<file path="src/rtl/fetch_unit.sv">
// fetch_unit
// Instruction fetch stage sitting directly in front of the decoder. It owns the
// program counter, fetches one word at a time from instruction memory over a
// start/ready handshake, and buffers up to two returned words (with their PCs)
// for the decoder. A branch redirect flushes the buffer; a memory request that
// is already in flight is allowed to finish, but its data is thrown away.
//
// Ports:
//   clk              rising-edge clock
//   reset            asynchronous, active-low reset
//   enable           fetching allowed while high
//   branch_valid     single-cycle redirect request
//   branch_target    new PC for the redirect
//   mem_start        memory read request
//   mem_addr         memory read address, held for the whole request
//   mem_ready        memory read completes this cycle
//   mem_data         memory read data, valid with mem_ready
//   decoder_start    buffer head is available to the decoder
//   instruction_out  buffer head word (0 when empty)
//   pc_out           buffer head PC (0 when empty)
//   decoder_ready    decoder takes the head this cycle
module fetch_unit #(
    parameter int byte_width  = 8,
    parameter int width_instr = 4 * byte_width,
    parameter int width_addr  = 4 * byte_width,
    parameter logic [width_addr-1:0] reset_pc = '0
) (
    input  logic                   clk,
    input  logic                   reset,
    input  logic                   enable,
    input  logic                   branch_valid,
    input  logic [width_addr-1:0]  branch_target,
    output logic                   mem_start,
    output logic [width_addr-1:0]  mem_addr,
    input  logic                   mem_ready,
    input  logic [width_instr-1:0] mem_data,
    output logic                   decoder_start,
    output logic [width_instr-1:0] instruction_out,
    output logic [width_addr-1:0]  pc_out,
    input  logic                   decoder_ready
);

    // DRAIN waits out a request whose data must be discarded after a redirect.
    typedef enum logic [1:0] {
        IDLE,
        REQ,
        DRAIN
    } state_t;

    state_t                 state_q, state_d;
    logic [width_addr-1:0]  pc_q, pc_d;
    logic [width_addr-1:0]  mem_addr_q, mem_addr_d;
    logic [width_instr-1:0] word_q [2];
    logic [width_instr-1:0] word_d [2];
    logic [width_addr-1:0]  tag_q [2];
    logic [width_addr-1:0]  tag_d [2];
    logic                   rd_ptr_q, rd_ptr_d;
    logic                   wr_ptr_q, wr_ptr_d;
    logic [1:0]             count_q, count_d;
    logic [1:0]             count_after_push;
    logic                   push;
    logic                   pop;
    logic                   flush;

    // State, PC and request address sequencing.
    // In REQ the PC equals the outstanding request address, so a completion
    // advances both together; in DRAIN the PC already holds the branch target
    // while mem_addr keeps the abandoned address until memory answers.
    always_comb begin
        state_d          = state_q;
        pc_d             = pc_q;
        mem_addr_d       = mem_addr_q;
        push             = 1'b0;
        flush            = branch_valid;
        pop              = (count_q != 2'd0) && decoder_ready;
        // Occupancy if this cycle pushes; only meaningful in REQ, where the
        // buffer is never full, so the sum cannot overflow.
        count_after_push = count_q + 2'd1 - {1'b0, pop};

        case (state_q)
            IDLE: begin
                if (branch_valid) begin
                    pc_d = branch_target;
                end else if (enable && (count_q < 2'd2)) begin
                    state_d    = REQ;
                    mem_addr_d = pc_q;
                end
            end
            REQ: begin
                if (branch_valid) begin
                    pc_d    = branch_target;
                    state_d = mem_ready ? IDLE : DRAIN;
                end else if (mem_ready) begin
                    push       = 1'b1;
                    pc_d       = pc_q + width_addr'(4);
                    mem_addr_d = pc_q + width_addr'(4);
                    state_d    = (enable && (count_after_push < 2'd2)) ? REQ : IDLE;
                end
            end
            DRAIN: begin
                if (branch_valid) begin
                    pc_d = branch_target;
                end
                if (mem_ready) begin
                    state_d = IDLE;
                end
            end
            default: begin
                state_d = IDLE;
            end
        endcase
    end

    // Two-entry FIFO bookkeeping. A flush wins over any same-cycle pop: the
    // popped word still counts as delivered, and the buffer ends up empty.
    always_comb begin
        word_d = word_q;
        tag_d  = tag_q;
        if (push) begin
            word_d[wr_ptr_q] = mem_data;
            tag_d[wr_ptr_q]  = mem_addr_q;
        end

        if (flush) begin
            count_d  = 2'd0;
            rd_ptr_d = 1'b0;
            wr_ptr_d = 1'b0;
        end else begin
            count_d  = count_q + {1'b0, push} - {1'b0, pop};
            rd_ptr_d = rd_ptr_q ^ pop;
            wr_ptr_d = wr_ptr_q ^ push;
        end
    end

    always_ff @(posedge clk or negedge reset) begin
        if (!reset) begin
            state_q    <= IDLE;
            pc_q       <= reset_pc;
            mem_addr_q <= reset_pc;
            word_q     <= '{default: '0};
            tag_q      <= '{default: '0};
            rd_ptr_q   <= 1'b0;
            wr_ptr_q   <= 1'b0;
            count_q    <= 2'd0;
        end else begin
            state_q    <= state_d;
            pc_q       <= pc_d;
            mem_addr_q <= mem_addr_d;
            word_q     <= word_d;
            tag_q      <= tag_d;
            rd_ptr_q   <= rd_ptr_d;
            wr_ptr_q   <= wr_ptr_d;
            count_q    <= count_d;
        end
    end

    // Outputs decode only registered state, so no input reaches an output
    // within the same cycle.
    assign mem_start       = (state_q != IDLE);
    assign mem_addr        = mem_addr_q;
    assign decoder_start   = (count_q != 2'd0);
    assign instruction_out = decoder_start ? word_q[rd_ptr_q] : '0;
    assign pc_out          = decoder_start ? tag_q[rd_ptr_q] : '0;

endmodule

</file>
<file path="config.mk">
export PLATFORM = sky130hd
export DESIGN_NAME = fetch_unit
export DESIGN_NICKNAME = d
export VERILOG_FILES = /design/src/rtl/fetch_unit.sv
export SDC_FILE = /design/constraint.sdc
export NUM_CORES = 1
export LEC_CHECK = 0
export ABC_AREA = 0
export CORE_UTILIZATION = 44
export CTS_CLUSTER_DIAMETER = 200
export DETAILED_ROUTE_END_ITERATION = 6
export DONT_BUFFER_PORTS = 1
export PLACE_DENSITY_LB_ADDON = 0.1
export REMOVE_ABC_BUFFERS = 1
export SYNTH_ARGS = -nofsm -noshare
export SYNTH_HDL_FRONTEND = slang
export SYNTH_SLANG_ARGS = --single-unit
</file>
<file path="constraint.sdc">
create_clock -name clk -period 1.94 [get_ports clk]
set_input_delay 0.582 -clock clk [delete_from_list [all_inputs] [get_ports clk]]
set_output_delay 0.582 -clock clk [all_outputs]
set_load 0.05 [all_outputs]
</file>
==> results of run 1 <==
[cell usage after synthesis, types with 11 or more instances]
master	n	area (µm²)
sky130_fd_sc_hd__dfrtp_1	198	4950
sky130_fd_sc_hd__mux2_2	130	1460
sky130_fd_sc_hd__nor2_1	101	379
sky130_fd_sc_hd__nand2_1	67	251
sky130_fd_sc_hd__mux2i_1	65	651
sky130_fd_sc_hd__o21ai_0	42	210
sky130_fd_sc_hd__clkbuf_1	39	146
sky130_fd_sc_hd__nand3_1	30	150
sky130_fd_sc_hd__a21oi_1	26	130
sky130_fd_sc_hd__xnor2_1	20	175
sky130_fd_sc_hd__nor3_1	16	80.1
sky130_fd_sc_hd__nand4_1	15	93.8
sky130_fd_sc_hd__buf_1	12	45.0
sky130_fd_sc_hd__xor2_1	12	105
sky130_fd_sc_hd__o22ai_1	11	68.8
[registers in the layout (all words and copies together) (netlist names)]
name and flops:
count_q 2, mem_addr 32, pc_q 32, rd_ptr_q 1
state_q 2, tag_q 64, word_q 64, wr_ptr_q 1
[where the power goes]
part / internal, mW / switching [mW] / leakage [nW]
combinational: 4.13 / 4.92 / 2.58
sequential: 5.43 / 2.23 / 2.50
clock: 1.77 / 1.79 / 0.288
[worst max-delay path: cells and delay by family, from the launching register on]
family	cells	cell delay [ns]
muxes	1	0.11
and+or+nand+nor	1	0.18
DFF	1	0.50
buffers and inverters	3	0.50
[cells in the final DEF (no fill, tap or decap), types with 10 or more instances in the layout]
| master | instances |
|---|---|
| sky130_fd_sc_hd__mux2i_1 | 64 |
| sky130_fd_sc_hd__nand4_1 | 15 |
| sky130_fd_sc_hd__nand2_1 | 67 |
| sky130_fd_sc_hd__xor2_1 | 12 |
| sky130_fd_sc_hd__mux2_2 | 130 |
| sky130_fd_sc_hd__clkbuf_16 | 17 |
| sky130_fd_sc_hd__buf_4 | 86 |
| sky130_fd_sc_hd__a21oi_1 | 26 |
| sky130_fd_sc_hd__o22ai_1 | 10 |
| sky130_fd_sc_hd__nand3_1 | 27 |
| sky130_fd_sc_hd__buf_6 | 57 |
| sky130_fd_sc_hd__nor3_1 | 14 |
| sky130_fd_sc_hd__buf_12 | 17 |
| sky130_fd_sc_hd__dfrtp_1 | 193 |
| sky130_fd_sc_hd__nor2_1 | 97 |
| sky130_fd_sc_hd__xnor2_1 | 20 |
| sky130_fd_sc_hd__o21ai_0 | 41 |
[area by class of cell]
| cell class | instances | area (µm²) |
|---|---|---|
| timing repair buffer | 168 | 1840 |
| fill | 1789 | 8920 |
| antenna | 1 | 2.50 |
| clock inverter | 14 | 154 |
| sequential | 198 | 4960 |
| multi-input combinational | 614 | 4600 |
| clock buffer | 18 | 439 |
| tap | 275 | 344 |
| inverter | 9 | 33.8 |
[cell families (layout without fill, tap and decap cells)]
family                     Yosys count  count (layout)
and+or+nand+nor                    276             276
DFF                                198             198
muxes                              195             195
AOI/OAI and AO/OA                  106             106
buffers and inverters               72             209
xor gates and xnor gates            32              32
adders and majority gates            5               5
other                                0               1
[how the worst max path moves through the flow]
stage | to | slack [ns] | cells after the start
final | pc_out[27] | -0.38 | 5
after global routing | pc_out[27] | -0.44 | 5
after CTS | pc_out[27] | -0.38 | 5
after detailed placement | pc_q[24] | -0.09 | 7
after global placement | pc_q[24] | -0.03 | 7
after floorplan | count_q[0] | -2.58 | 7
[stage by stage]
| stage | hold WS, ns | setup slack (ns) | total power [mW] | instances |
|---|---|---|---|---|
| after floorplan | 0.286 | -2.58 | 12.0 | 821 |
| after global placement | 0.291 | -0.0317 | 14.8 | 1239 |
| after detailed placement | 0.291 | -0.0941 | 15.0 | 1239 |
| after CTS | -0.190 | -0.385 | 20.2 | 1291 |
| after global routing | -0.201 | -0.441 | 21.3 | 1296 |
| final | -0.169 | -0.383 | 20.3 | 1297 |
[metal layers]
| layer | vias to the layer above | wire length, µm |
|---|---|---|
| met5 | - | 5 |
| met4 | 2 | 500 |
| met3 | 33 | 1940 |
| met2 | 188 | 11900 |
| met1 | 3554 | 11500 |
| li1 | 3381 | - |
[timing repair]
action	CTS	global route
resized for setup	50	48
hold endpoints to repair	198	198
setup buffers	15	6
pin swaps	4	11
cloned	5	0
endpoints found under the setup margin	72	83
==> impl_metrics.prom, run 1 <==
# TYPE chip_impl_metric gauge
chip_impl_metric{name="finalSetupViolCount",unit=""} 65
chip_impl_metric{name="drt_drc_violations_left",unit=""} 0
chip_impl_metric{name="dr.first_iter.drc_count",unit=""} 405
chip_impl_metric{name="power_leakage",unit="nW"} 5.37
chip_impl_metric{name="required",unit="ns"} 1.36
chip_impl_metric{name="tritoncts_num_sinks",unit=""} 198
chip_impl_metric{name="postRouteAntennaNets",unit=""} 0
chip_impl_metric{name="groute.layer.met3.usage",unit=""} 0.0739
chip_impl_metric{name="synth.area.mux_share",unit=""} 0.219
chip_impl_metric{name="initial_core_util",unit=""} 0.454
chip_impl_metric{name="routed_wire_length_per_instance",unit="µm"} 19.9
chip_impl_metric{name="synth_compound_gate_area_share",unit=""} 0.0651
chip_impl_metric{name="number_of_enable_flip_flop_cells_after_synthesis",unit=""} 0
chip_impl_info{name="endpoint_kind",value="primary output"} 1
chip_impl_metric{name="via_count",unit=""} 7158
chip_impl_metric{name="hpwlAfterDp",unit="mm"} 17.2
chip_impl_metric{name="final_area",unit="µm²"} 12400
chip_impl_metric{name="clk-insertion-delay-late",unit="ns"} 0.44
chip_impl_metric{name="cts.path.max_buffers",unit=""} 2
chip_impl_metric{name="regToRegSetupSlack",unit="ns"} 0.04
chip_impl_info{name="rsz_0062_raised_after_global_routing",value="true"} 1
chip_impl_metric{name="groute.layer.met1.usage",unit=""} 0.311
chip_impl_info{name="cts_tree",value="done"} 1
chip_impl_metric{name="final_min_period_over_clock_period",unit=""} 1.20
chip_impl_metric{name="port_buffers",unit=""} 0
chip_impl_metric{name="global_route_total_usage_across_every_layer",unit=""} 0.238
chip_impl_metric{name="crit_arrival",unit="ns"} 1.74
chip_impl_info{name="synth-main-ff-cell",value="sky130_fd_sc_hd__dfrtp_1"} 1
chip_impl_metric{name="hold_viol_final",unit=""} 198
chip_impl_metric{name="fp.dieH",unit="µm"} 150
chip_impl_metric{name="core_region_area",unit="µm²"} 21300
chip_impl_metric{name="path_max_fanout",unit=""} 12
chip_impl_metric{name="fin_setup_tns",unit="ns"} -20.00
chip_impl_info{name="dominant_combinational_cell_family_by_area_after_synthesis",value="multiplexers"} 1
chip_impl_metric{name="vias_per_cell",unit=""} 5.52
chip_impl_info{name="crit_path_cell_trace",value="buf_12, buf_12, mux2i_1, nor2_1, buf_6"} 1
chip_impl_metric{name="yosys.area_share.adder",unit=""} 0.00647
chip_impl_metric{name="maxSlewHeadroom",unit=""} 0.610
chip_impl_info{name="timing.critical_path.from_type",value="flip-flop"} 1
chip_impl_metric{name="synthSimpleGateAreaFrac",unit=""} 0.138
chip_impl_metric{name="worst_pin_slew",unit="ns"} 0.585
chip_impl_metric{name="io-pin-count",unit=""} 168
chip_impl_info{name="run_status",value="finished with violations"} 1
chip_impl_metric{name="yosys_register_bits",unit=""} 198
chip_impl_info{name="ff_to_ff_start",value="pc_q[6]"} 1
chip_impl_metric{name="grt_util_met2",unit=""} 0.375
chip_impl_info{name="grt_most_used_layer",value="met2"} 1
chip_impl_metric{name="cap_violations",unit=""} 0
chip_impl_metric{name="mappedNetlistArea",unit="µm²"} 9670
chip_impl_metric{name="die_area",unit="µm²"} 22600
chip_impl_metric{name="worst-r2r-cell-count",unit=""} 5
chip_impl_metric{name="power.density_cell_area",unit="nW/µm²"} 1640
chip_impl_metric{name="grt_pass1_wl",unit="mm"} 40.5
chip_impl_metric{name="vdd.ir_drop.worst",unit="mV"} 1.27
chip_impl_info{name="ctsRootBufferMaster",value="sky130_fd_sc_hd__clkbuf_16"} 1
chip_impl_metric{name="dieWidth",unit="µm"} 150
chip_impl_metric{name="hold_ws",unit="ns"} -0.169
chip_impl_metric{name="synthToLayoutAreaGrowth",unit="%"} 28.0
chip_impl_metric{name="finalCoreUtilization",unit=""} 0.581
chip_impl_metric{name="setup_skew_after_layout",unit="ns"} 0.0122
chip_impl_metric{name="slew_viol_final",unit=""} 0
chip_impl_metric{name="first_pass_iters",unit=""} 4
chip_impl_metric{name="place.gp.congestion",unit=""} 0.886
chip_impl_metric{name="xor_xnor_share_of_the_synthesized_area",unit=""} 0.0290
chip_impl_metric{name="number_of_antenna_violations_at_the_first_check_in_global_routing",unit=""} 2
chip_impl_metric{name="fin_nets",unit=""} 1083
chip_impl_metric{name="final_layout_size_suffix_gt1_frac",unit=""} 0.358
chip_impl_metric{name="timing.final.crit_period",unit="ns"} 2.32
chip_impl_metric{name="clkTransAtPathRegs",unit="ns"} 0.08
chip_impl_metric{name="final_critical_path_setup_slack",unit="ns"} -0.383
chip_impl_info{name="crit_top_cell",value="sky130_fd_sc_hd__buf_12"} 1
chip_impl_metric{name="postSynth.asyncResetShare",unit=""} 1.00
chip_impl_metric{name="maximum_number_of_pins_on_one_net_before_global_route_repair",unit=""} 199
chip_impl_info{name="worst_r2r_endpoint",value="pc_q[20]"} 1
chip_impl_metric{name="syn_avg_cell_area",unit="µm²"} 10.9
chip_impl_metric{name="cts_made_buffers",unit=""} 17
chip_impl_info{name="startpoint",value="rd_ptr_q"} 1
chip_impl_metric{name="grt_pass1_vias",unit=""} 7376
chip_impl_metric{name="row_count",unit=""} 53
chip_impl_metric{name="routed_wire_length",unit="mm"} 25.8
chip_impl_info{name="crit_type",value="flip-flop to primary output"} 1
chip_impl_info{name="holdCritPathClass",value="input pin to async pin"} 1
chip_impl_metric{name="yosysWarningCount",unit=""} 0
chip_impl_metric{name="clock_tree.htree_level_count",unit=""} 4
chip_impl_info{name="critPathSlowestCell",value="sky130_fd_sc_hd__dfrtp_4"} 1
chip_impl_metric{name="yosysUniqueCellTypes",unit=""} 50
chip_impl_metric{name="netlist_instances",unit=""} 884
chip_impl_metric{name="grt.overflow.total",unit=""} 0
chip_impl_metric{name="timing.fmax",unit="GHz"} 0.430
chip_impl_metric{name="synth-seq-area-share",unit=""} 0.513
chip_impl_metric{name="placement.cell_area",unit="µm²"} 11100
chip_impl_info{name="failed_checks",value="negative hold slack, negative setup slack"} 1
chip_impl_metric{name="worst_path_max_stage_delay",unit="ns"} 0.50
No activity file was read; power rests on OpenSTA's default activity.
==> inputs of run 2 (changes only) <==
--- a/config.mk
+++ b/config.mk
@@ -6,10 +6,9 @@
 export NUM_CORES = 1
 export LEC_CHECK = 0
 export ABC_AREA = 0
-export CORE_UTILIZATION = 44
+export CORE_UTILIZATION = 48
 export CTS_CLUSTER_DIAMETER = 200
 export DETAILED_ROUTE_END_ITERATION = 6
-export DONT_BUFFER_PORTS = 1
 export PLACE_DENSITY_LB_ADDON = 0.1
 export REMOVE_ABC_BUFFERS = 1
 export SYNTH_ARGS = -nofsm -noshare
==> run 2 against run 1 <==
The flow finishes with violations (negative setup slack); die area is 8.2% lower; routed wire length is 6.6% lower; first-iteration DRC count is 1.2% lower; sequential share of layout area is 2.7 points lower; combinational power is 9.8% higher; setup slack better by 0.039 ns; critical path type unchanged.
==> impl_metrics.prom, run 2 (synthesis results as in run 1) <==
# TYPE chip_impl_metric gauge
chip_impl_info{name="final_common_cell",value="sky130_fd_sc_hd__dfrtp_1"} 1
chip_impl_metric{name="vdd.ir_drop.worst",unit="mV"} 1.32
chip_impl_metric{name="fp.dieH",unit="µm"} 144
chip_impl_metric{name="worst_path_max_stage_delay",unit="ns"} 0.53
chip_impl_metric{name="cap_violations",unit=""} 0
chip_impl_metric{name="synthToLayoutAreaGrowth",unit="%"} 37.3
chip_impl_metric{name="place.gp.congestion",unit=""} 0.875
chip_impl_info{name="path_delay_family",value="flip-flops"} 1
chip_impl_info{name="layout_common_cells",value="sky130_fd_sc_hd__dfrtp_1 (194), sky130_fd_sc_hd__mux2_2 (130), sky130_fd_sc_hd__buf_4 (109), sky130_fd_sc_hd__nor2_1 (89), sky130_fd_sc_hd__clkdlybuf4s50_1 (67)"} 1
chip_impl_metric{name="drt_drc_violations_left",unit=""} 0
chip_impl_info{name="failed_checks",value="negative setup slack"} 1
chip_impl_metric{name="grt_pass1_vias",unit=""} 7336
chip_impl_metric{name="hold_viol_final",unit=""} 0
chip_impl_metric{name="power_leakage",unit="nW"} 5.75
chip_impl_metric{name="tritoncts_num_sinks",unit=""} 198
chip_impl_metric{name="worst_pin_slew",unit="ns"} 0.442
chip_impl_metric{name="port_buffers",unit=""} 167
chip_impl_info{name="holdCritPathClass",value="input pin to async pin"} 1
chip_impl_metric{name="cts.path.max_buffers",unit=""} 2
chip_impl_metric{name="die_area",unit="µm²"} 20700
chip_impl_metric{name="row_count",unit=""} 51
chip_impl_metric{name="routed_wire_length",unit="mm"} 24.1
chip_impl_metric{name="diodes",unit=""} 0
chip_impl_metric{name="final_min_period_over_clock_period",unit=""} 1.18
chip_impl_info{name="crit_type",value="flip-flop to primary output"} 1
chip_impl_metric{name="final_critical_path_setup_slack",unit="ns"} -0.345
chip_impl_metric{name="initial_core_util",unit=""} 0.493
chip_impl_metric{name="finalSetupViolCount",unit=""} 64
chip_impl_metric{name="maximum_number_of_pins_on_one_net_before_global_route_repair",unit=""} 54
chip_impl_info{name="ctsRootBufferMaster",value="sky130_fd_sc_hd__clkbuf_16"} 1
chip_impl_info{name="worst_r2r_endpoint",value="pc_q[20]"} 1
chip_impl_metric{name="cts_hold_buf",unit=""} 0
chip_impl_metric{name="regToRegSetupSlack",unit="ns"} 0.03
chip_impl_metric{name="routed_wire_length_per_instance",unit="µm"} 17.4
chip_impl_metric{name="timing.final.crit_period",unit="ns"} 2.28
chip_impl_metric{name="required",unit="ns"} 1.36
chip_impl_info{name="cts_tree",value="done"} 1
chip_impl_metric{name="grt.overflow.total",unit=""} 0
chip_impl_info{name="endpoint_kind",value="primary output"} 1
chip_impl_metric{name="maxSlewHeadroom",unit=""} 0.703
chip_impl_metric{name="clkTransAtPathRegs",unit="ns"} 0.07
chip_impl_metric{name="number_of_antenna_violations_at_the_first_check_in_global_routing",unit=""} 0
chip_impl_metric{name="postRouteAntennaNets",unit=""} 0
chip_impl_metric{name="finalCoreUtilization",unit=""} 0.677
chip_impl_info{name="crit_path_cell_trace",value="buf_12, mux2i_1, nor2_1, buf_6"} 1
chip_impl_info{name="run_status",value="finished with violations"} 1
chip_impl_metric{name="hpwlAfterDp",unit="mm"} 16.7
chip_impl_metric{name="dieWidth",unit="µm"} 144
chip_impl_metric{name="slew_viol_final",unit=""} 0
chip_impl_metric{name="cts_made_buffers",unit=""} 17
chip_impl_metric{name="crit_arrival",unit="ns"} 1.70
chip_impl_metric{name="first_pass_iters",unit=""} 5
chip_impl_metric{name="dr.first_iter.drc_count",unit=""} 400
chip_impl_info{name="timing.critical_path.from_type",value="flip-flop"} 1
chip_impl_metric{name="io-pin-count",unit=""} 168
chip_impl_metric{name="clock_tree.htree_level_count",unit=""} 4
chip_impl_metric{name="grt_pass1_wl",unit="mm"} 38.4
chip_impl_metric{name="fin_nets",unit=""} 1183
chip_impl_metric{name="place_worst_setup_slack",unit="ns"} -0.521
chip_impl_metric{name="core_region_area",unit="µm²"} 19600
chip_impl_info{name="ff_to_ff_start",value="pc_q[8]"} 1
chip_impl_metric{name="timing.fmax",unit="GHz"} 0.438
chip_impl_metric{name="final_layout_size_suffix_gt1_frac",unit=""} 0.357
chip_impl_metric{name="vias_per_cell",unit=""} 5.41
chip_impl_metric{name="critical_path_buf_inv_count",unit=""} 2
chip_impl_info{name="layout_top_registers",value="tag_q: 64 flops, word_q: 64 flops"} 1
chip_impl_metric{name="path_max_fanout",unit=""} 23
chip_impl_metric{name="clk-insertion-delay-late",unit="ns"} 0.44
chip_impl_metric{name="report.power.total",unit="mW"} 19.8
chip_impl_info{name="critPathSlowestCell",value="sky130_fd_sc_hd__dfrtp_4"} 1
chip_impl_metric{name="power.density_cell_area",unit="nW/µm²"} 1490
chip_impl_metric{name="via_count",unit=""} 7499
chip_impl_info{name="rsz_0062_raised_after_global_routing",value="true"} 1
chip_impl_metric{name="global_route_total_usage_across_every_layer",unit=""} 0.243
chip_impl_metric{name="setup_skew_after_layout",unit="ns"} 0.0166
chip_impl_metric{name="worst-r2r-cell-count",unit=""} 5
==> run 2: timing repair <==
item,4_1_cts,5_1_grt
endpoints found under the setup margin,191,133
gates cloned,2,1
setup buffers,6,8
pin swaps,5,8
gates resized for setup,52,41
==> run 2: cell type report <==
| type | count | area, µm² |
|---|---|---|
| clock buffers | 19 | 433 |
| clock inverters | 13 | 124 |
| fillers | 1539 | 6320 |
| inverters | 9 | 36.3 |
| multi-input cells | 614 | 4550 |
| flip-flops and latches | 198 | 4960 |
| well taps | 265 | 332 |
| repair buffers | 268 | 2830 |
==> run 2: worst max-delay path by stage <==
| stage | start | end | cells past startpoint |
|---|---|---|---|
| 6_report | rd_ptr_q | pc_out[31] | 4 |
| 5_1_grt | rd_ptr_q | pc_out[23] | 4 |
| 2_1_floorplan | count_q[1] | count_q[0] | 7 |
| 4_1_cts | rd_ptr_q | pc_out[27] | 4 |
| 3_5_place_dp | branch_valid | word_q[62] | 7 |
| 3_3_place_gp | branch_valid | tag_q[44] | 7 |
==> run 2: routing by layer <==
layer,vias to the layer above,track usage,share of wire
li1,3572,-,-
met1,3673,0.339,0.47
met2,229,0.393,0.47
met3,25,0.0373,0.047
met4,0,0.0666,0.013
met5,-,0,0
==> run 2: stage by stage <==
step | setup TNS [ns] | area [µm²] | std cells | hold WS [ns]
final | -16.87 | 13300 | 1386 | 0.0730
after global routing | -20.30 | 13300 | 1386 | 0.0882
after CTS | -17.91 | 13100 | 1378 | 0.0825
after detailed placement | -76.28 | 12200 | 1338 | 0.458
after global placement | -74.04 | 12200 | 1338 | 0.454
after floorplan | -345.39 | 9410 | 821 | 0.286
==> run 2: power breakdown <==
group	switching, mW	internal, mW
logic	5.91	4.03
registers	1.01	5.46
clock network	1.58	1.79
==> inputs of run 3 (changes only) <==
--- a/config.mk
+++ b/config.mk
@@ -11,6 +11,7 @@
 export DETAILED_ROUTE_END_ITERATION = 6
 export PLACE_DENSITY_LB_ADDON = 0.1
 export REMOVE_ABC_BUFFERS = 1
+export SETUP_SLACK_MARGIN = 0.2
 export SYNTH_ARGS = -nofsm -noshare
 export SYNTH_HDL_FRONTEND = slang
 export SYNTH_SLANG_ARGS = --single-unit
==> run 3 against run 2 <==
Clock power up 1%; count of clock-buffer cells in the layout unchanged; the run ends with design-rule violations, negative setup slack left; final cell count up 2.8%; utilization up 8.0 points; design area up 12%; critical endpoint unchanged; sequential share of layout area down 3.9 points; die area unchanged; setup slack worse by 0.034 ns; register-to-register slack about the same; maximum frequency down 1.5%.
==> impl_metrics.prom, run 3 (synthesis results as in run 1) <==
# TYPE chip_impl_metric gauge
chip_impl_metric{name="power.sequential.fraction",unit=""} 0.315
chip_impl_metric{name="power.density_cell_area",unit="nW/µm²"} 1420
chip_impl_metric{name="clock_tree.htree_level_count",unit=""} 4
chip_impl_metric{name="cts_made_buffers",unit=""} 17
chip_impl_metric{name="report.power.total",unit="mW"} 21.1
chip_impl_metric{name="finalSetupViolCount",unit=""} 64
chip_impl_metric{name="first_pass_iters",unit=""} 7
chip_impl_metric{name="hpwlAfterDp",unit="mm"} 16.7
chip_impl_info{name="crit_path_cell_trace",value="buf_12, mux2i_1, nor2_1, buf_6"} 1
chip_impl_metric{name="hold_ws",unit="ns"} 0.0764
chip_impl_metric{name="path_max_fanout",unit=""} 23
chip_impl_info{name="run_status",value="finished with violations"} 1
chip_impl_metric{name="diodes",unit=""} 0
chip_impl_metric{name="number_of_antenna_violations_at_the_first_check_in_global_routing",unit=""} 0
chip_impl_metric{name="initial_core_util",unit=""} 0.493
chip_impl_metric{name="regToRegSetupSlack",unit="ns"} 0.03
chip_impl_metric{name="row_count",unit=""} 51
chip_impl_metric{name="via_count",unit=""} 8118
chip_impl_metric{name="timing.fmax",unit="GHz"} 0.431
chip_impl_metric{name="final_critical_path_setup_slack",unit="ns"} -0.379
chip_impl_info{name="ff_to_ff_start",value="pc_q[7]"} 1
chip_impl_metric{name="slew_viol_final",unit=""} 0
chip_impl_info{name="final_common_cell",value="sky130_fd_sc_hd__dfrtp_1"} 1
chip_impl_metric{name="final_layout_size_suffix_gt1_frac",unit=""} 0.439
chip_impl_metric{name="p_switching",unit="mW"} 9.04
chip_impl_metric{name="die_area",unit="µm²"} 20700
chip_impl_info{name="holdCritPathClass",value="input pin to async pin"} 1
chip_impl_metric{name="global_route_total_usage_across_every_layer",unit=""} 0.276
chip_impl_metric{name="p_int",unit="mW"} 12.0
chip_impl_info{name="path_delay_family",value="flip-flops"} 1
chip_impl_info{name="critPathSlowestCell",value="sky130_fd_sc_hd__dfrtp_4"} 1
chip_impl_metric{name="port_buffers",unit=""} 167
chip_impl_info{name="rsz_0062_raised_after_global_routing",value="true"} 1
chip_impl_metric{name="synthToLayoutAreaGrowth",unit="%"} 53.6
chip_impl_metric{name="crit_arrival",unit="ns"} 1.74
chip_impl_metric{name="fin_nets",unit=""} 1222
chip_impl_metric{name="io-pin-count",unit=""} 168
chip_impl_metric{name="routed_wire_length",unit="mm"} 29.0
chip_impl_info{name="timing.critical_path.from_type",value="flip-flop"} 1
chip_impl_info{name="crit_type",value="flip-flop to primary output"} 1
chip_impl_metric{name="required",unit="ns"} 1.36
chip_impl_info{name="cts_tree",value="done"} 1
chip_impl_metric{name="worst_pin_slew",unit="ns"} 0.404
chip_impl_metric{name="routed_wire_length_per_instance",unit="µm"} 20.3
chip_impl_metric{name="fp.dieH",unit="µm"} 144
chip_impl_metric{name="clk-insertion-delay-late",unit="ns"} 0.44
chip_impl_info{name="layout_top_registers",value="tag_q: 64 flops, word_q: 64 flops"} 1
chip_impl_metric{name="worst-r2r-cell-count",unit=""} 6
chip_impl_metric{name="cts.path.max_buffers",unit=""} 2
chip_impl_metric{name="hold_viol_final",unit=""} 0
chip_impl_metric{name="dieWidth",unit="µm"} 144
chip_impl_metric{name="place.gp.congestion",unit=""} 0.875
chip_impl_metric{name="maxSlewHeadroom",unit=""} 0.729
chip_impl_metric{name="timing.final.crit_period",unit="ns"} 2.32
chip_impl_metric{name="cts_hold_buf",unit=""} 0
chip_impl_metric{name="grt_pass1_vias",unit=""} 7880
chip_impl_metric{name="p_clk_frac",unit=""} 0.162
chip_impl_info{name="ctsRootBufferMaster",value="sky130_fd_sc_hd__clkbuf_16"} 1
chip_impl_metric{name="cap_violations",unit=""} 0
chip_impl_metric{name="tritoncts_num_sinks",unit=""} 198
chip_impl_metric{name="finalCoreUtilization",unit=""} 0.758
chip_impl_metric{name="worst_path_max_stage_delay",unit="ns"} 0.54
chip_impl_metric{name="maximum_number_of_pins_on_one_net_before_global_route_repair",unit=""} 54
chip_impl_metric{name="core_region_area",unit="µm²"} 19600
chip_impl_info{name="endpoint_kind",value="primary output"} 1
chip_impl_metric{name="power_leakage",unit="nW"} 6.52
chip_impl_metric{name="vias_per_cell",unit=""} 5.70
chip_impl_metric{name="critical_path_buf_inv_count",unit=""} 2
chip_impl_metric{name="setup_skew_after_layout",unit="ns"} 0.0102
chip_impl_metric{name="dr.first_iter.drc_count",unit=""} 585
chip_impl_info{name="worst_r2r_endpoint",value="pc_q[31]"} 1
chip_impl_metric{name="final_min_period_over_clock_period",unit=""} 1.20
chip_impl_metric{name="fin_setup_tns",unit="ns"} -17.94
chip_impl_metric{name="grt_pass1_wl",unit="mm"} 43.3
chip_impl_metric{name="comb_pwr_share",unit=""} 0.523
chip_impl_metric{name="clkTransAtPathRegs",unit="ns"} 0.07
chip_impl_metric{name="drt_drc_violations_left",unit=""} 2
chip_impl_metric{name="sw_frac_of_total",unit=""} 0.429
chip_impl_info{name="failed_checks",value="design-rule violations, negative setup slack"} 1
chip_impl_metric{name="grt.overflow.total",unit=""} 0
chip_impl_info{name="layout_common_cells",value="sky130_fd_sc_hd__dfrtp_1 (186), sky130_fd_sc_hd__mux2_4 (128), sky130_fd_sc_hd__buf_4 (107), sky130_fd_sc_hd__nor2_1 (84), sky130_fd_sc_hd__buf_6 (78)"} 1
chip_impl_metric{name="postRouteAntennaNets",unit=""} 0
chip_impl_metric{name="vdd.ir_drop.worst",unit="mV"} 1.19
run 3: cell count changes in the layout (fill, tap and decap cells not counted), sizes merged:
cell	change
dlymetal6s2s	-1
clkbuf	+1
buf	+39
dlygate4sd2	+2
bufbuf	-1
clkdlybuf4s50	-1
run 3: routing by layer:
metal | GRT usage | wire (µm) | vias up | part of all wire
met3 | 0.0460 | 1660 | 51 | 0.057
met1 | 0.386 | 12800 | 4083 | 0.44
li1 | - | - | 3661 | -
met5 | 0 | 0 | - | 0
met4 | 0.0784 | 530 | 0 | 0.018
met2 | 0.442 | 14000 | 323 | 0.48
run 3: final cells by class:
| type | instances | area [µm²] |
|---|---|---|
| fillers | 1233 | 4750 |
| multi-input cells | 614 | 5460 |
| flip-flops and latches | 198 | 4970 |
| clock inverters | 13 | 124 |
| clock buffers | 19 | 433 |
| well taps | 265 | 332 |
| repair buffers | 307 | 3490 |
| inverters | 9 | 33.8 |
run 3: worst max path at each step:
stage	startpoint	end	slack, ns	depth (start not counted)
CTS	rd_ptr_q	pc_out[27]	-0.34	4
global placement	branch_valid	tag_q[44]	-0.50	7
detailed placement	branch_valid	word_q[62]	-0.52	7
finish	rd_ptr_q	pc_out[31]	-0.38	4
floorplan	count_q[1]	count_q[0]	-2.58	7
global route	rd_ptr_q	pc_out[31]	-0.39	4
run 3: worst register-to-register path: cells and delay by family (launching register included):
family,cells,cell delay (ns)
buf+inv,1,0.16
flops,1,0.43
simple gates,5,1.26
run 3: power groups by stage:
stage	combinational (mW)	sequential (mW)	clock (mW)
finish	11.0	6.63	3.41
global route	11.6	6.80	3.62
CTS	10.5	6.52	3.45
detailed placement	9.44	6.54	0
global placement	9.31	6.49	0
floorplan	4.37	7.62	0
run 3: what timing repair did:
| action | 4_1_cts | 5_1_grt |
|---|---|---|
| pin swaps | 27 | 41 |
| resized for setup | 253 | 123 |
| hold endpoints to repair | 0 | 0 |
| cloned | 11 | 2 |
| buffers inserted | 30 | 12 |
| endpoints found under the setup margin | 234 | 243 |
run 3: metrics by stage:
step | cell area (µm²) | std cells | setup WS [ns]
3_3_place_gp | 12200 | 1338 | -0.497
2_1_floorplan | 9410 | 821 | -2.58
6_report | 14800 | 1425 | -0.379
5_1_grt | 14800 | 1425 | -0.391
4_1_cts | 14200 | 1411 | -0.340
3_5_place_dp | 12200 | 1338 | -0.521
